$ cat src/rtl/adpll_lock_detector.sv
// adpll_lock_detector
//   Debounced lock monitor for one network ADPLL node. gen_div8_i is
//   synchronised into fpga_clk_i and its rising edge becomes a one-cycle
//   sample strobe. On each strobe the phase error (and optionally the DCO
//   code) is classified as good/bad, driving a 4-state hysteretic lock FSM.
//   A watchdog flags a stalled generated clock.
//
//   Optional feature macro: LOCK_DET_SAT_CHECK_EN
//     When defined, a saturated DCO code counts as a bad sample and the
//     extra output sat_o reports the last sampled saturation status.
//
// Ports
//   fpga_clk_i    system clock
//   reset_n_i     asynchronous active-low reset
//   enable_i      detector enable (low: UNLOCKED, counters cleared)
//   gen_div8_i    divided ADPLL clock, asynchronous to fpga_clk_i
//   error_i       signed phase error, PDET_WIDTH bits
//   dco_cc_i      signed DCO control code, DCO_CC_WIDTH bits
//   locked_o      high in LOCKED and SLIPPING
//   lock_state_o  00 UNLOCKED, 01 ACQUIRING, 10 LOCKED, 11 SLIPPING
//   stall_o       no gen_div8 edge seen for TIMEOUT cycles
//   run_cnt_o     good-run (ACQUIRING) / bad-run (SLIPPING) count, else 0
//   sat_o         (LOCK_DET_SAT_CHECK_EN only) DCO code saturated
module adpll_lock_detector #(
    parameter int unsigned PDET_WIDTH    = 8,
    parameter int unsigned DCO_CC_WIDTH  = 9,
    parameter int unsigned LOCK_THRESH   = 2,
    parameter int unsigned UNLOCK_THRESH = 6,
    parameter int unsigned LOCK_COUNT    = 16,
    parameter int unsigned UNLOCK_COUNT  = 4,
    parameter int unsigned CNT_WIDTH     = 8,
    parameter int unsigned TIMEOUT       = 1024
) (
    input  logic                           fpga_clk_i,
    input  logic                           reset_n_i,
    input  logic                           enable_i,
    input  logic                           gen_div8_i,
    input  logic signed [PDET_WIDTH-1:0]   error_i,
    input  logic signed [DCO_CC_WIDTH-1:0] dco_cc_i,
    output logic                           locked_o,
    output logic [1:0]                     lock_state_o,
    output logic                           stall_o,
    output logic [CNT_WIDTH-1:0]           run_cnt_o
`ifdef LOCK_DET_SAT_CHECK_EN
    ,
    output logic                           sat_o
`endif
);

    localparam int unsigned MAG_WIDTH = PDET_WIDTH + 1;
    localparam int unsigned TO_WIDTH  = $clog2(TIMEOUT + 1);

    localparam logic [CNT_WIDTH-1:0] LOCK_LAST   = CNT_WIDTH'(LOCK_COUNT - 1);
    localparam logic [CNT_WIDTH-1:0] UNLOCK_LAST = CNT_WIDTH'(UNLOCK_COUNT - 1);
    localparam logic [TO_WIDTH-1:0]  TO_MAX      = TO_WIDTH'(TIMEOUT);
    localparam logic [TO_WIDTH-1:0]  TO_PRE      = TO_WIDTH'(TIMEOUT - 1);

    typedef enum logic [1:0] {
        ST_UNLOCKED  = 2'b00,
        ST_ACQUIRING = 2'b01,
        ST_LOCKED    = 2'b10,
        ST_SLIPPING  = 2'b11
    } state_t;

    state_t                 state_q;
    logic [CNT_WIDTH-1:0]   run_q;
    logic [TO_WIDTH-1:0]    tcnt_q;
    logic                   stall_q;
    logic [2:0]             sync_q;
    logic                   pulse_q;

    // Two-flop synchroniser plus edge-detect stage; runs regardless of enable
    always_ff @(posedge fpga_clk_i or negedge reset_n_i) begin
        if (!reset_n_i) begin
            sync_q  <= 3'b000;
            pulse_q <= 1'b0;
        end else begin
            sync_q  <= {sync_q[1:0], gen_div8_i};
            pulse_q <= sync_q[1] & ~sync_q[2];
        end
    end

    // |error| in one extra bit so the most negative code cannot alias to a small value
    logic [MAG_WIDTH-1:0] err_ext;
    logic [MAG_WIDTH-1:0] err_mag;
    logic                 good_err;
    logic                 bad_err;

    assign err_ext  = {error_i[PDET_WIDTH-1], error_i};
    assign err_mag  = error_i[PDET_WIDTH-1] ? (~err_ext + MAG_WIDTH'(1)) : err_ext;
    assign good_err = (err_mag <= MAG_WIDTH'(LOCK_THRESH));
    assign bad_err  = (err_mag >  MAG_WIDTH'(UNLOCK_THRESH));

    logic good;
    logic bad;

`ifdef LOCK_DET_SAT_CHECK_EN
    localparam logic [DCO_CC_WIDTH-1:0] DCO_MAX = {1'b0, {(DCO_CC_WIDTH-1){1'b1}}};
    localparam logic [DCO_CC_WIDTH-1:0] DCO_MIN = {1'b1, {(DCO_CC_WIDTH-1){1'b0}}};

    logic [DCO_CC_WIDTH-1:0] dco_bits;
    logic                    sat_c;
    logic                    sat_q;

    assign dco_bits = dco_cc_i;
    assign sat_c    = (dco_bits == DCO_MAX) || (dco_bits == DCO_MIN);
    assign good     = good_err & ~sat_c;
    assign bad      = bad_err | sat_c;

    // Saturation flag tracks the most recent enabled sample
    always_ff @(posedge fpga_clk_i or negedge reset_n_i) begin
        if (!reset_n_i) begin
            sat_q <= 1'b0;
        end else if (enable_i && pulse_q) begin
            sat_q <= sat_c;
        end
    end

    assign sat_o = sat_q;
`else
    logic unused_dco;
    assign unused_dco = ^dco_cc_i;
    assign good       = good_err;
    assign bad        = bad_err;
`endif

    // Lock FSM, run counter and stall watchdog
    always_ff @(posedge fpga_clk_i or negedge reset_n_i) begin
        if (!reset_n_i) begin
            state_q <= ST_UNLOCKED;
            run_q   <= '0;
            tcnt_q  <= '0;
            stall_q <= 1'b0;
        end else if (!enable_i) begin
            state_q <= ST_UNLOCKED;
            run_q   <= '0;
            tcnt_q  <= '0;
            stall_q <= 1'b0;
        end else if (!pulse_q) begin
            if (tcnt_q != TO_MAX) begin
                tcnt_q <= tcnt_q + TO_WIDTH'(1);
            end
            // Entering or sitting at the timeout holds the FSM in UNLOCKED
            if (tcnt_q >= TO_PRE) begin
                stall_q <= 1'b1;
                state_q <= ST_UNLOCKED;
                run_q   <= '0;
            end
        end else begin
            tcnt_q  <= '0;
            stall_q <= 1'b0;
            case (state_q)
                ST_UNLOCKED: begin
                    if (good) begin
                        if (LOCK_COUNT == 1) begin
                            state_q <= ST_LOCKED;
                            run_q   <= '0;
                        end else begin
                            state_q <= ST_ACQUIRING;
                            run_q   <= CNT_WIDTH'(1);
                        end
                    end
                end
                ST_ACQUIRING: begin
                    if (!good) begin
                        state_q <= ST_UNLOCKED;
                        run_q   <= '0;
                    end else if (run_q == LOCK_LAST) begin
                        state_q <= ST_LOCKED;
                        run_q   <= '0;
                    end else begin
                        run_q   <= run_q + CNT_WIDTH'(1);
                    end
                end
                ST_LOCKED: begin
                    if (bad) begin
                        if (UNLOCK_COUNT == 1) begin
                            state_q <= ST_UNLOCKED;
                            run_q   <= '0;
                        end else begin
                            state_q <= ST_SLIPPING;
                            run_q   <= CNT_WIDTH'(1);
                        end
                    end
                end
                ST_SLIPPING: begin
                    if (!bad) begin
                        state_q <= ST_LOCKED;
                        run_q   <= '0;
                    end else if (run_q == UNLOCK_LAST) begin
                        state_q <= ST_UNLOCKED;
                        run_q   <= '0;
                    end else begin
                        run_q   <= run_q + CNT_WIDTH'(1);
                    end
                end
                default: begin
                    state_q <= ST_UNLOCKED;
                    run_q   <= '0;
                end
            endcase
        end
    end

    assign lock_state_o = state_q;
    assign locked_o     = state_q[1];
    assign stall_o      = stall_q;
    assign run_cnt_o    = run_q;

endmodule
$ cat config.mk
export PLATFORM = sky130hd
export DESIGN_NAME = adpll_lock_detector
export DESIGN_NICKNAME = d
export VERILOG_FILES = /design/src/rtl/adpll_lock_detector.sv
export SDC_FILE = /design/constraint.sdc
export NUM_CORES = 1
export LEC_CHECK = 0
export CAP_MARGIN = 10
export CORE_ASPECT_RATIO = 0.8
export CORE_MARGIN = 1
export CORE_UTILIZATION = 45
export CTS_CLUSTER_SIZE = 28
export DETAILED_ROUTE_END_ITERATION = 16
export PLACE_DENSITY = 0.84
export SYNTH_ARGS = -nofsm -noshare
export SYNTH_HDL_FRONTEND = slang
export SYNTH_SLANG_ARGS = --single-unit
$ cat constraint.sdc
create_clock -name fpga_clk_i -period 1.8 [get_ports fpga_clk_i]
set_input_delay 0.36 -clock fpga_clk_i [delete_from_list [all_inputs] [get_ports fpga_clk_i]]
set_output_delay 0.36 -clock fpga_clk_i [all_outputs]
set_load 0.02 [all_outputs]
Word-level counts from Yosys, hierarchy flattened
Index checks and enable logic that the tools add are counted.

word-level totals
  word-level logic and storage cells = 57
  input bits = 21
  register bits after elaboration = 26
  output and inout bits = 12

cells by class
  $add $sub $neg = 3
  reduce and logical (&&, ||, !) cells = 3
  bitwise gates (word level) = 3
  mux-type cells = 27
  equality and inequality tests = 12
  $lt $le $gt $ge = 3

operators with widths
  cell                                                                                   count
  8-bit 2-to-1 mux                                                                       9
  11-bit 2-to-1 mux                                                                      3
  8-bit case mux with 4 select lines                                                     1
  2-bit 2-to-1 mux                                                                       9
  11-bit by 1-bit adder with 11-bit output, second input constant                        1
  11-bit by 10-bit greater-or-equal comparator with 1-bit output, second input constant  1
  11-bit != test, second input constant                                                  1
  5-bit != test, second input constant                                                   2
  9-bit by 1-bit adder with 9-bit output, second input constant                          1
  9-bit by 3-bit > comparator with 1-bit output, second input constant                   1
  9-bit by 2-bit <= comparator with 1-bit output, second input constant                  1
  9-bit 2-to-1 mux                                                                       1
  9-bit NOT                                                                              1
  8-bit by 1-bit adder with 8-bit output, second input constant                          1
  8-bit by 2-bit == test with 1-bit output, second input constant                        1
  8-bit by 4-bit == test with 1-bit output, second input constant                        1
  4-bit != test, second input constant                                                   2
  2-bit case mux with 4 select lines                                                     1
  3-bit by 1-bit != test with 1-bit output, second input constant                        2
  5-bit AND reduction                                                                    1
  2-bit == test, second input constant                                                   2
  1-bit 2-to-1 mux                                                                       3
  3-bit AND reduction                                                                    1
  2-bit by 1-bit == test with 1-bit output, second input constant                        1
  other kinds (3)                                                                        3

Logic depth before layout (Yosys ltp)
  depth in word-level cells = 8
  depth in mapped cells = 8
  gate-level depth less buffers = 8

Worst setup path after synthesis
No wires, ideal clock.

  path type = in2reg
  from = input error_i[0]
  to = register state_q[1] (netlist: lock_state_o[1])
  path buffers = 0
  setup slack = -0.323 ns
  arrival = 2.032 ns
  library setup time = 0.090 ns
  cell stages on the path = 8
  required time = 1.710 ns
  cells stage by stage = inv_1 -> ha_1 -> nor3b_1 -> and4bb_1 -> a311oi_4 -> nor3_2 -> o32a_4 -> o221ai_1

on the way
  cells in the longest elaborated chain, start to end = 8
  elaborated cells between the ends (all ways) = 15
  those cells by class = add/sub: 1; order compare: 2; eq/ne: 4; mux: 6; bitwise: 1; reduce/logical: 1

RTL lines
  what                                                                                                             line      text
  from (decl)                                                                                                      38        input logic signed [PDET_WIDTH-1:0] error_i,
  9-bit NOT                                                                                                        90        assign err_mag = error_i[PDET_WIDTH-1] ? (~err_ext + MAG_WIDTH'(1)) : err_ext;
  9-bit by 1-bit adder with 9-bit output                                                                           90
  9-bit 2-to-1 mux (*)                                                                                             90
  9-bit by 3-bit > comparator with 1-bit output or 9-bit by 2-bit <= comparator with 1-bit output (tied branches)  92, 91
  2-bit 2-to-1 mux, on equally long branches                                                                       187, 165
  2-bit case mux with 4 select lines                                                                               152       case (state_q)
  2-bit 2-to-1 mux                                                                                                 139       end else if (!pulse_q) begin
  2-bit 2-to-1 mux                                                                                                 134       end else if (!enable_i) begin
  to (signal assigned)                                                                                             135       state_q <= ST_UNLOCKED;
  to (signal assigned)                                                                                             156       state_q <= ST_LOCKED;
  to (signal assigned)                                                                                             188       state_q <= ST_LOCKED;
  to (decl)                                                                                                        65        state_t state_q;

Mark *: on every way between the ends. The rest lies on a longest branch, timed or not.
A chain may end at the register's enable or synchronous reset.

Worst setup path in the final report
Same ends and word-level chain as after synthesis.

==> impl_metrics.json <==
{
  "run_status": "finished with violations",
  "violations": "setup timing",
  "p_per_area_mw_per_mm2": 632,
  "whs_ps": 357,
  "path_cells": "buf_8 -> inv_8 -> ha_4 -> nor3b_2 -> and4bb_2 -> a311o_1 -> buf_6 -> nand2_4 -> mux2i_2 -> o221ai_2",
  "initial_core_util": 0.470,
  "fp.coreArea_mm2": 0.00345,
  "startpoint_type": "input pin",
  "fillers": 236,
  "gr-total-overflow": 0,
  "drv_cap": 0,
  "grt_pass1_wl_um": 7040,
  "antenna_cells": 0,
  "row_count": 19,
  "yosysWarnings": 0,
  "cts_buffer_depth": 2,
  "yosysSeqAreaShare": 0.401,
  "critPathTopFamily": "simple AND/OR/NAND/NOR gates",
  "synth_nets": 205,
  "slew_headroom": 0.701,
  "routabilityCongestion": 0.850,
  "worst_r2r_startpoint": "run_cnt_o[1]$_DFFE_PN0P_",
  "wl_per_cell_um": 15.4,
  "grt_max_degree": 27,
  "cpPeakStageDelay_ps": 390,
  "finish.utilization": 0.706,
  "worst-endpoint-required_ps": 1950,
  "hold_end": "sync_q[1]$_DFF_PN0_",
  "crit_type": "in2reg",
  "worst_hold_path_type": "reg2reg",
  "r2r_end": "run_cnt_o[3]$_DFFE_PN0P_",
  "ant_nets": 0,
  "synth_seq_cells": 26,
  "critPathCaptureType": "flop",
  "clock.fmax_ghz": 0.522,
  "synthFlopType": "dfrtp_1",
  "vias": 1693,
  "cts_sinks": 26,
  "crit_arrival_ps": 2060,
  "fin_ws_ps": -114,
  "async_flop_share": 1.00,
  "holdBufCountCts": 0,
  "numCtsBuffers": 3,
  "rsz0062_at_grt": "yes",
  "synth.distinct_cells": 47,
  "skew_ps": 6.22,
  "first_pass_iters": 4,
  "crit_fanout": 4,
  "pre_cts_slack_ps": -1020,
  "setup_viol": 10,
  "viasPerCell": 6.05,
  "cpMaxStageDelayCell": "a311o_1",
  "ir_worst_vdd_uv": 534,
  "clk_latency_ps": 270,
  "cts_tree": "done",
  "finalMaxSlewViolations": 0,
  "leakage_uw": 0.00102,
  "dieArea_mm2": 0.00385,
  "syn_avg_cell_area_um2": 9.01,
  "finalNetCount": 264,
  "drtIter0Drc": 164,
  "hold_violations": 0,
  "hp-start": "sync_q[0]$_DFF_PN0_",
  "io_pins": 33,
  "dpl.hpwl_um": 2980,
  "die_w_um": 69.1,
  "tightestPinTransition_ps": 444,
  "drcViolationCount": 0,
  "drt_wl_total_um": 4310,
  "synth_edf_count": 0,
  "fin_crit_ps": 1910,
  "synth_cells": 180,
  "layout-drive-gt1-share": 0.303,
  "area_delta_synth_final_pct": 50.0,
  "rrSetupSlack_ps": 40,
  "reg2reg_depth": 7,
  "grt_pass1_vias": 1571,
  "cp_num_buf_inv": 3,
  "die_y_um": 55.7,
  "portBuffers": 23,
  "grtUsageTotal": 0.228,
  "cts-htree-levels": 1,
  "antenna_found_initial": 0,
  "synthesis.area_mm2": 0.00162,
  "clkTransAtPathRegs_ps": 80,
  "hold_depth": 0,
  "fin_crit_sh": 1.06,
  "cts_root_buf": "clkbuf_8"
}
[Yosys cell counts, drive strengths merged, types with 2 or more instances]
cell type / instances / share of area
and2: 3 / 0.012
xnor2: 3 / 0.016
ha: 4 / 0.031
nor4: 5 / 0.019
xor2: 7 / 0.038
nand2b: 3 / 0.012
a311o: 2 / 0.012
nand3: 7 / 0.022
nor3: 5 / 0.022
nor2b: 2 / 0.0077
or3: 3 / 0.012
a21oi: 8 / 0.025
nor4b: 2 / 0.020
buf: 3 / 0.010
o221ai: 7 / 0.038
dfrtp: 26 / 0.40
and3: 3 / 0.012
o22ai: 2 / 0.0077
inv: 15 / 0.035
nor2: 23 / 0.053
nand4b: 2 / 0.011
o21ai: 9 / 0.028
nand2: 13 / 0.030
nand4: 3 / 0.012
a31oi: 3 / 0.012
[power breakdown]
| group | leakage (uW) | switching (uW) | internal [uW] |
|---|---|---|---|
| sequential | 0.000353 | 12.7 | 606 |
| clock | 0.0000357 | 182 | 297 |
| combinational | 0.000631 | 231 | 209 |
[logic make-up (layout without fill, tap and decap cells)]
logic type,count (synthesis),count (layout),share of synthesized area
AOI/OAI and AO/OA,41,42,0.192
xor gates and xnor gates,10,10,0.0540
adders and majority gates,4,4,0.0309
buffers and inverters,20,77,0.0494
DFF,26,26,0.401
muxes,1,1,0.00617
and+or+nand+nor,78,78,0.266
[metrics by stage]
step,total power (uW),cells,cell area [um^2],TNS [ps]
after global placement,984,272,2180,-9080
after CTS,1510,279,2360,-898
after detailed placement,991,272,2180,-9730
after floorplan,814,180,1680,-1990
final,1540,280,2430,-819
after global routing,1600,280,2430,-1400
[state kept, by name (all words and copies together) (netlist names)]
name,flops
tcnt_q,11
run_cnt_o,8
sync_q,3
lock_state_o,2
pulse_q,1
stall_o,1
[layer usage]
metal	up-vias	wire length [um]	GRT usage
met5	-	0	0
met4	0	107	0.0845
met3	15	276	0.0453
met2	70	2110	0.380
met1	823	1830	0.296
li1	785	-	-
[how the worst max path moves through the flow]
stage                     cells past startpoint                           to  slack [ps]        from
final                                        10  lock_state_o[1]$_DFFE_PN0P_        -110  error_i[0]
after global placement                       10     run_cnt_o[7]$_DFFE_PN0P_        -930  error_i[1]
after detailed placement                     10     run_cnt_o[7]$_DFFE_PN0P_       -1020  error_i[1]
after floorplan                               8  lock_state_o[1]$_DFFE_PN0P_        -270  error_i[1]
after CTS                                     9  lock_state_o[1]$_DFFE_PN0P_        -110  error_i[0]
after global routing                         11     run_cnt_o[7]$_DFFE_PN0P_        -170  error_i[0]
[cell type report]
| class | instances | area (um^2) | area share |
|---|---|---|---|
| clock inverters | 1 | 30.0 | 0.0123 |
| clock buffers | 3 | 41.3 | 0.0170 |
| multi-input cells | 135 | 1060 | 0.437 |
| inverters | 16 | 80.1 | 0.0329 |
| flip-flops and latches | 26 | 651 | 0.267 |
| repair buffers | 57 | 515 | 0.212 |
| well taps | 42 | 52.6 | 0.0216 |
[repair_timing]
action                                  CTS  global route
setup buffers                             2             1
gates cloned                              1             0
pin swaps                                10             8
endpoints found under the setup margin   10            11
gates resized for setup                  41            14
[worst register-to-register path: stages, from the launching register on]
cell      delay (ps)
dfrtp_1          400
ha_1             200
nor2b_1          160
a311o_1          430
a21oi_4          160
buf_6            140
o221ai_1         110
o21ai_1           90
[layout by cell type, fill, tap and decap left out, types with 3 or more instances in the layout]
master / instances
nand3_1: 7
nor4_1: 4
buf_6: 4
nor2_1: 23
a31oi_1: 3
o21ai_1: 7
clkbuf_8: 3
clkdlybuf4s50_1: 15
xor2_1: 7
nand4_1: 3
inv_1: 13
a21oi_1: 6
ha_1: 3
o221ai_2: 3
dlygate4sd2_1: 3
o221ai_1: 4
nand2_1: 12
buf_4: 30
or3_1: 3
clkdlybuf4s15_2: 3
and2_1: 3
dfrtp_1: 26
(Power assumes the default switching activity.)
==> patch: new RTL, same flow settings <==
The option `LOCK_DET_SAT_CHECK_EN` is turned on by a define.
--- a/src/rtl/adpll_lock_detector.sv
+++ b/src/rtl/adpll_lock_detector.sv
@@ -21,6 +21,8 @@
 //   stall_o       no gen_div8 edge seen for TIMEOUT cycles
 //   run_cnt_o     good-run (ACQUIRING) / bad-run (SLIPPING) count, else 0
 //   sat_o         (LOCK_DET_SAT_CHECK_EN only) DCO code saturated
+`define LOCK_DET_SAT_CHECK_EN
+
 module adpll_lock_detector #(
     parameter int unsigned PDET_WIDTH    = 8,
     parameter int unsigned DCO_CC_WIDTH  = 9,
Function (old outputs only; new: sat_o): changed (a bounded check fails within 10 cycles, from zero or initial values and one cycle with reset_n_i low).
==> patch against the original RTL <==
  * The run still ends with setup timing left
  * Clock power is 28% lower
  * Non-clock buffer count grew 9
  * Power shrank 22%
  * Worst setup slack lost 0.35 ns
  * Synthesized area grew 1.9%
  * Final area grew 0.72%
  * Core utilization about the same
  * Routed wire length fell by 7.2%
  * Clock skew grew 0.0021 ns
  * Sequential cell count grew 1
  * Global-route usage down 0.89 points
  * Die area increased by 1.8%
==> patch: results (changes against the original RTL) <==
stage	metric	value	unit	change
pwr	internal_pwr_total	0.892	mW	was 1.11 mW
run_status	violations	setup timing		unchanged
setup_path	reg2reg_setup_slack	-0.12	ns	was 0.04 ns
finish	drive_above_1_share	24.3	%	was 30.3%
routing	drt_iter0_markers	150		was 164
placement	placement.setup.worst_slack	-1.33	ns	was -1.02 ns
routing	dr_wl_met3	188	um	was 276 um
pwr	vdd.ir_drop.worst	517	uV	was 534 uV
logic_synthesis	commonest_cells_post_synth	27 x dfrtp_1, 21 x nor2_1, 16 x nand3_1		was 26 x dfrtp_1, 23 x nor2_1, 15 x inv_1
placement	dpl_cell_area	0.00228	mm2	was 0.00218 mm2
pwr	power_frac_clock	28.7	%	was 31.2%
grt	grt_pass1_wl	6830	um	was 7040 um
run_status	outcome	complete, but fails checks		unchanged
sta	setup-tns-final	-4.00	ns	was -0.819 ns
setup_path	r2r.worst_path.cells	8		was 7
setup_path	arrival	2.43	ns	was 2.06 ns
setup_path	cp_slowest_cell	or3_4		was a311o_1
sta	setup-violations-final	12		was 10
logic_synthesis	synthCells	186		was 180
routing	met1_length	1820	um	was 1830 um
routing	avgViaCountPerCell	5.61		was 6.05
grt	grt_util_all_layers	21.9	%	was 22.8%
sta	relSlewSlack	77.1	%	was 70.1%
placement	buffer_ports.inserted	33		was 23
setup_path	critical_path.max_fanout	5		was 4
sta	post-route-worst-setup-slack	-0.462	ns	was -0.114 ns
grt	grt_pass1_vias	1568		was 1571
sta	finalClockSkew	0.00832	ns	was 0.00622 ns
pwr	leakagePower	1.11	nW	was 1.02 nW
logic_synthesis	mappedNetlistNets	211		was 205
logic_synthesis	synth_cell_types	41		was 47
routing	met2_wirelength	1950	um	was 2110 um
placement	routabilityCongestion	0.826		was 0.850
## patch: worst max-delay path: cells and delay by family
family / cells / cell delay [ns]
AO/OA/AOI/OAI: 3 / 0.95
AND/OR/NAND/NOR: 3 / 0.78
adder cells (fa/ha/maj): 1 / 0.14
buffers and inverters: 2 / 0.12
multiplexers: 1 / 0.07
## patch: metal layers
metal	track usage (%)	up-vias
met5	0	-
met4	6.86	0
met3	4.35	5
met2	36.9	41
met1	28.7	786
li1	-	811
## patch: layout make-up
type | instances | area [um2] | share of cell area, %
flip-flops and latches | 27 | 677 | 27.6
inverters | 9 | 51.3 | 2.09
multi-input cells | 145 | 1030 | 42.0
repair buffers | 66 | 596 | 24.3
well taps | 42 | 52.6 | 2.15
clock buffers | 4 | 45.0 | 1.84
## patch: cell families after synthesis
group	after synthesis	synth area share [%]
flops	27	40.9
compound gates	35	14.7
simple gates	92	30.1
xor+xnor	10	5.30
fa+ha+maj	4	3.03
buf+inv	14	3.48
mux	4	2.50
## patch: what timing repair did
| action | CTS | global route |
|---|---|---|
| setup buffers | 1 | 1 |
| gates cloned | 0 | 1 |
| setup endpoints to repair | 14 | 15 |
| resized for setup | 46 | 14 |
| pin swaps | 12 | 9 |
## patch: worst min-delay path by stage
stage | slack, ns | endpoint
after global placement | 0.34 | sync_q[1]$_DFF_PN0_
final | 0.35 | sync_q[1]$_DFF_PN0_
after detailed placement | 0.34 | sync_q[1]$_DFF_PN0_
after CTS | 0.36 | sync_q[1]$_DFF_PN0_
after floorplan | 0.06 | lock_state_o[0]$_DFFE_PN0P_
after global routing | 0.36 | sync_q[1]$_DFF_PN0_
